## config.mk

```make
export PLATFORM = sky130hd
export DESIGN_NAME = btn_debounce_repeat
export DESIGN_NICKNAME = d
export VERILOG_FILES = /design/src/rtl/btn_debounce_repeat.sv
export SDC_FILE = /design/constraint.sdc
export NUM_CORES = 1
export LEC_CHECK = 0
export CORE_MARGIN = 10
export CORE_UTILIZATION = 55
export DETAILED_ROUTE_END_ITERATION = 8
export GPL_TIMING_DRIVEN = 0
export HOLD_SLACK_MARGIN = 0.1
export PLACE_DENSITY = 0.82
export SYNTH_ARGS = -nofsm -noshare
export SYNTH_HDL_FRONTEND = slang
export SYNTH_SLANG_ARGS = --single-unit
```

## constraint.sdc

```tcl
create_clock -name clk -period 2.1 [get_ports clk]
set_input_delay 0.42 -clock clk [delete_from_list [all_inputs] [get_ports clk]]
set_output_delay 0.42 -clock clk [all_outputs]
set_load 0.01 [all_outputs]
```

## src/rtl/btn_debounce_repeat.sv

```systemverilog
// Debounced push-button with press, step (auto-repeat) and release pulses.
// The FSM advances only on ticks derived from rising edges of the 128 Hz btn_clk,
// so every counter below counts button samples, not system clocks.
module btn_debounce_repeat #(
    parameter int STABLE_SAMPLES = 4,
    parameter int REPEAT_DELAY   = 64,
    parameter int REPEAT_PERIOD  = 16
) (
    input  logic clk,
    input  logic rst,
    input  logic btn_clk,
    input  logic btn_raw,
    output logic btn_level,
    output logic press_pulse,
    output logic step_pulse,
    output logic release_pulse
);

    localparam int REP_MAX = (REPEAT_DELAY > REPEAT_PERIOD) ? REPEAT_DELAY : REPEAT_PERIOD;
    localparam int DB_W    = $clog2(STABLE_SAMPLES + 1);
    localparam int REP_W   = $clog2(REP_MAX + 1);

    // Terminal values: the transition fires when the count is one short of the target,
    // since the current sample is the one that completes it.
    localparam logic [DB_W-1:0]  DB_LAST  = DB_W'(STABLE_SAMPLES - 1);
    localparam logic [REP_W-1:0] DLY_LAST = REP_W'(REPEAT_DELAY - 1);
    localparam logic [REP_W-1:0] PER_LAST = REP_W'(REPEAT_PERIOD - 1);

    typedef enum logic [1:0] {IDLE, PRESS_DB, HELD, RELEASE_DB} state_t;

    logic [2:0]       bclk_sync;
    logic [1:0]       raw_sync;
    logic             tick;
    logic             sample;
    state_t           state, state_nxt;
    logic [DB_W-1:0]  db_cnt, db_cnt_nxt;
    logic [REP_W-1:0] rep_cnt, rep_cnt_nxt;
    logic             first, first_nxt;
    logic             level_nxt, press_nxt, step_nxt, release_nxt;

    // Synchronize btn_clk/btn_raw and register the edge-detected tick with its sample,
    // keeping both aligned so the sample is the raw value seen with the btn_clk rise.
    always_ff @(posedge clk) begin
        if (rst) begin
            bclk_sync <= '0;
            raw_sync  <= '0;
            tick      <= 1'b0;
            sample    <= 1'b0;
        end else begin
            bclk_sync <= {bclk_sync[1:0], btn_clk};
            raw_sync  <= {raw_sync[0], btn_raw};
            tick      <= bclk_sync[1] & ~bclk_sync[2];
            sample    <= raw_sync[1];
        end
    end

    // State, counters and registered outputs.
    always_ff @(posedge clk) begin
        if (rst) begin
            state         <= IDLE;
            db_cnt        <= '0;
            rep_cnt       <= '0;
            first         <= 1'b0;
            btn_level     <= 1'b0;
            press_pulse   <= 1'b0;
            step_pulse    <= 1'b0;
            release_pulse <= 1'b0;
        end else begin
            state         <= state_nxt;
            db_cnt        <= db_cnt_nxt;
            rep_cnt       <= rep_cnt_nxt;
            first         <= first_nxt;
            btn_level     <= level_nxt;
            press_pulse   <= press_nxt;
            step_pulse    <= step_nxt;
            release_pulse <= release_nxt;
        end
    end

    // Next-state and next-output decode; everything holds and pulses idle without a tick.
    always_comb begin
        state_nxt   = state;
        db_cnt_nxt  = db_cnt;
        rep_cnt_nxt = rep_cnt;
        first_nxt   = first;
        level_nxt   = btn_level;
        press_nxt   = 1'b0;
        step_nxt    = 1'b0;
        release_nxt = 1'b0;
        if (tick) begin
            unique case (state)
                IDLE: begin
                    if (sample) begin
                        state_nxt  = PRESS_DB;
                        db_cnt_nxt = DB_W'(1);
                    end
                end
                PRESS_DB: begin
                    if (!sample) begin
                        state_nxt  = IDLE;
                        db_cnt_nxt = '0;
                    end else if (db_cnt == DB_LAST) begin
                        state_nxt   = HELD;
                        rep_cnt_nxt = '0;
                        first_nxt   = 1'b1;
                        level_nxt   = 1'b1;
                        press_nxt   = 1'b1;
                        step_nxt    = 1'b1;
                    end else begin
                        db_cnt_nxt = db_cnt + DB_W'(1);
                    end
                end
                HELD: begin
                    if (!sample) begin
                        // rep_cnt freezes so a rejected release glitch resumes the cadence
                        state_nxt  = RELEASE_DB;
                        db_cnt_nxt = DB_W'(1);
                    end else if (first && rep_cnt == DLY_LAST) begin
                        step_nxt    = 1'b1;
                        rep_cnt_nxt = '0;
                        first_nxt   = 1'b0;
                    end else if (!first && rep_cnt == PER_LAST) begin
                        step_nxt    = 1'b1;
                        rep_cnt_nxt = '0;
                    end else begin
                        rep_cnt_nxt = rep_cnt + REP_W'(1);
                    end
                end
                RELEASE_DB: begin
                    if (sample) begin
                        state_nxt = HELD;
                    end else if (db_cnt == DB_LAST) begin
                        state_nxt   = IDLE;
                        db_cnt_nxt  = '0;
                        level_nxt   = 1'b0;
                        release_nxt = 1'b1;
                    end else begin
                        db_cnt_nxt = db_cnt + DB_W'(1);
                    end
                end
                default: state_nxt = IDLE;
            endcase
        end
    end

endmodule

```

==> flow_summary_export.csv, run 1 <==
group,metric,value,unit
worst_setup_path,path_max_fanout,10,
die,core,2170,um^2
place,place_hpwl,1787,um
power,power_frac_seq,0.629,
power,p_leak,0.4657,nW
route,routed_via_density,5.826,
final_layout,antenna_cells,0,
worst_setup_path,cp_slowest_stage_delay,0.47,ns
global_routing,grt_pass1_vias,972,
logic_synthesis,ys_warn_count,0,
worst_setup_path,required,2.30,ns
worst_setup_path,crit_chain,"ha_1 -> ha_1 -> nand2b_2 -> a21oi_2 -> buf_6 -> a211oi_2 -> a211oi_1",
die,num_rows,17,
place,dp.cells,163,
final_layout,fin_cells,167,
route,drt_iter0_drc,58,
power,combPwrFrac,0.036,
global_routing,grt_max_degree,14,
timing,hold_viol,0,
route,wl,2401,um
route,vias,973,
timing,setup_tns,0,ns
logic_synthesis,synthArstFlopShare,0,
logic_synthesis,yosysTopAreaCell,"dfxtp_1",
die,start_util,0.5629,
timing,fin_crit_sh,0.9330,
final_layout,seq_area,480.5,um^2
final_layout,multi_input_area,665.6,um^2
logic_synthesis,seq_area_frac_synth,0.3934,
logic_synthesis,ys_ff_latch,24,
logic_synthesis,synth_edf_count,0,
worst_setup_path,crit_type,"reg2reg",
route,dr.pass1.iters,4,
die,die_area,4505,um^2
route,ant_nets,0,
clocking,clk_pin_slew,0.13,ns
global_routing,antenna_found_initial,0,
timing,min_period,1.959,ns
logic_synthesis,synth_fp_nets,141,
die,num_io_pins,8,
logic_synthesis,synth_ff_type,"dfxtp_1",
global_routing,grt_use_total,0.1211,
clocking,clock-sinks,24,
worst_setup_path,cp-start-kind,"flip-flop",
die,chipWidth,67.12,um
power,p_int,0.5784,mW
logic_synthesis,synth.top_cells.by_count,"dfxtp_1, ha_1, nor2b_1",
clocking,cts_root_buffer,"clkbuf_4",
run_status,status,"complete, no violations",
final_layout,drive_gt1_frac,0.1151,
worst_setup_path,worstPathArrival,2.15,ns
clocking,clockBufferDepth,2,
final_layout,nFillCells,191,
global_routing,grt-ovfl-total,0,
power,total_power,0.7344,mW
power,p_switching,0.1561,mW
job,drv_cap,0,
power,p_per_area,539.0,nW/um^2
clocking,cts_inserted_buffers,3,
timing,clock_skew,0.005000,ns
clocking,cts.repair.resized,0,
clocking,cts_tree,"built",
clocking,htreeDepth,1,
logic_synthesis,netlist_top_cells_area,"dfxtp_1, ha_1, nor2b_1, a211oi_1, a211oi_2",
power,swShare,0.2125,
power,p_clk_frac,0.335,
worst_setup_path,crit_top_cell,"ha_1",
logic_synthesis,synth_top_area_share,0.3934,
place,gp_congestion,0.7930,
logic_synthesis,yosysMostFrequentCell,"dfxtp_1",
clocking,clock_latency,0.32,ns
place,numPortBuffers,7,
timing,tightestPinTransition,0.5353,ns
logic_synthesis,synthesis.area,1221,um^2
timing,max_freq,510.4,MHz
timing,max_slew_margin,0.6431,
route,drc,0,
worst_setup_path,path_buf_inv,1,
timing,finalMaxSlewViolations,0,
global_routing,grt_pass1_wl,4340,um
worst_setup_path,slowest_stage,"a211oi_2",
final_layout,final_nets,153,
logic_synthesis,yosysUniqueCellTypes,39,
worst_setup_path,path_delay_family,"compound AO/OA/AOI/OAI gates",
route,wl_per_cell,14.38,um
timing,finalSetupViolations,0,
min_path,holdCritPathClass,"reg2reg",
timing,rsz0062_at_grt,"yes",
die,die_y,67.12,um
logic_synthesis,synth_cells,128,
worst_setup_path,endpoint_kind,"flip-flop",
power,peakVddDrop,0.3962,mV
logic_synthesis,postSynthAreaPerCell,9.540,um^2
final_layout,syn_to_final_growth,11.58,%
final_layout,final_core_util,0.6280,
-- path summary, 6_finish.rpt --
check | end | depth (start not counted) | from | slack, ns
hold reg to reg | tick$_SDFF_PP0_ | 1 | bclk_sync[2]$_SDFF_PP0_ | 0.40
setup / recovery | rep_cnt[0]$_SDFFE_PP0P_ | 7 | db_cnt[0]$_SDFFE_PP0P_ | 0.14
hold / removal | tick$_SDFF_PP0_ | 1 | bclk_sync[2]$_SDFF_PP0_ | 0.40
setup reg to reg | rep_cnt[0]$_SDFFE_PP0P_ | 7 | db_cnt[0]$_SDFFE_PP0P_ | 0.14
-- area by class of cell --
| cell class | instances | share of cell area |
|---|---|---|
| timing repair buffer | 7 | 0.05142 |
| buffer | 6 | 0.03581 |
| sequential | 24 | 0.3526 |
| clock buffer | 4 | 0.02663 |
| multi-input combinational | 91 | 0.4885 |
| tap | 28 | 0.02571 |
| inverter | 7 | 0.01928 |
-- per-stage QoR --
step           instance area, um^2  hold WS, ns  worst slack (ns)
6_report                      1363       0.4005            0.1406
5_1_grt                       1363       0.4138         -0.002137
4_1_cts                       1363       0.4006            0.1584
3_5_place_dp                  1326       0.3795          -0.07889
3_3_place_gp                  1326       0.3724          -0.05253
2_1_floorplan                 1221       0.3674            0.3600
-- per-layer routing --
| metal | track usage | vias up | share of wire |
|---|---|---|---|
| met4 | 0.06154 | 0 | 0.019 |
| met1 | 0.1512 | 457 | 0.47 |
| li1 | - | 495 | - |
| met2 | 0.1919 | 16 | 0.46 |
| met5 | 0 | - | 0 |
| met3 | 0.02513 | 5 | 0.043 |
-- placed cells by master, fill, tap and decap left out, types with 2 or more instances in the layout --
| cell type | instances |
|---|---|
| dfxtp_1 | 24 |
| nor2b_1 | 9 |
| ha_1 | 9 |
| inv_1 | 7 |
| clkdlybuf4s50_1 | 7 |
| nor2_1 | 6 |
| a211oi_1 | 6 |
| nand3_1 | 5 |
| o31ai_1 | 5 |
| a21oi_1 | 5 |
| o21ai_0 | 5 |
| nor3_1 | 4 |
| nand2_1 | 4 |
| buf_6 | 3 |
| a211oi_2 | 3 |
| mux2i_1 | 3 |
| or4_1 | 3 |
| clkbuf_4 | 3 |
| or3_1 | 2 |
| buf_1 | 2 |
| o211ai_1 | 2 |
| nand4_1 | 2 |
-- sequential cells by signal, summed over array words and instances (netlist names), named ones only --
register and flops:
state 1, sample 1, first 1, tick 1, bclk_sync 3, release_pulse 1, db_cnt 3, step_pulse 1
press_pulse 1, btn_level 1, rep_cnt 7, raw_sync 2
-- logic make-up (layout without fill, tap and decap cells) --
kind of cell               Yosys count  in the layout  synth area share
DFF                                 24             24            0.3934
muxes                                3              3           0.02459
buffers and inverters               13             24           0.06148
and+or+nand+nor                     46             46            0.2264
AOI/OAI and AO/OA                   33             33            0.2018
adders and majority gates            9              9           0.09221
-- worst reg2reg max path, cell delays in order, from the launching register on --
cell and delay [ns]:
dfxtp_1 0.38, ha_1 0.21, ha_1 0.26, nand2b_2 0.17, a21oi_2 0.10, buf_6 0.15
a211oi_2 0.47, a211oi_1 0.10
-- power groups by stage --
stage	clock network (mW)	logic, mW	registers [mW]
after floorplan	0	0.0158	0.472
after global placement	0	0.0265	0.472
after detailed placement	0	0.0269	0.472
after CTS	0.251	0.0267	0.462
after global routing	0.266	0.0301	0.463
final	0.246	0.0267	0.462
-- timing repair --
| action | in CTS | in global routing |
|---|---|---|
| hold endpoints to repair | 0 | 0 |
| hold buffers | 0 | 0 |
| setup buffers | 0 | 0 |
| setup endpoints to repair | 0 | 1 |
No activity file was read; power rests on OpenSTA's default activity.
==> run 2: changes to the inputs <==
- SKIP_CTS_REPAIR_TIMING: not set -> 1
==> results of run 2 <==
Final layout, timing and power as in run 1 (identical DEF).
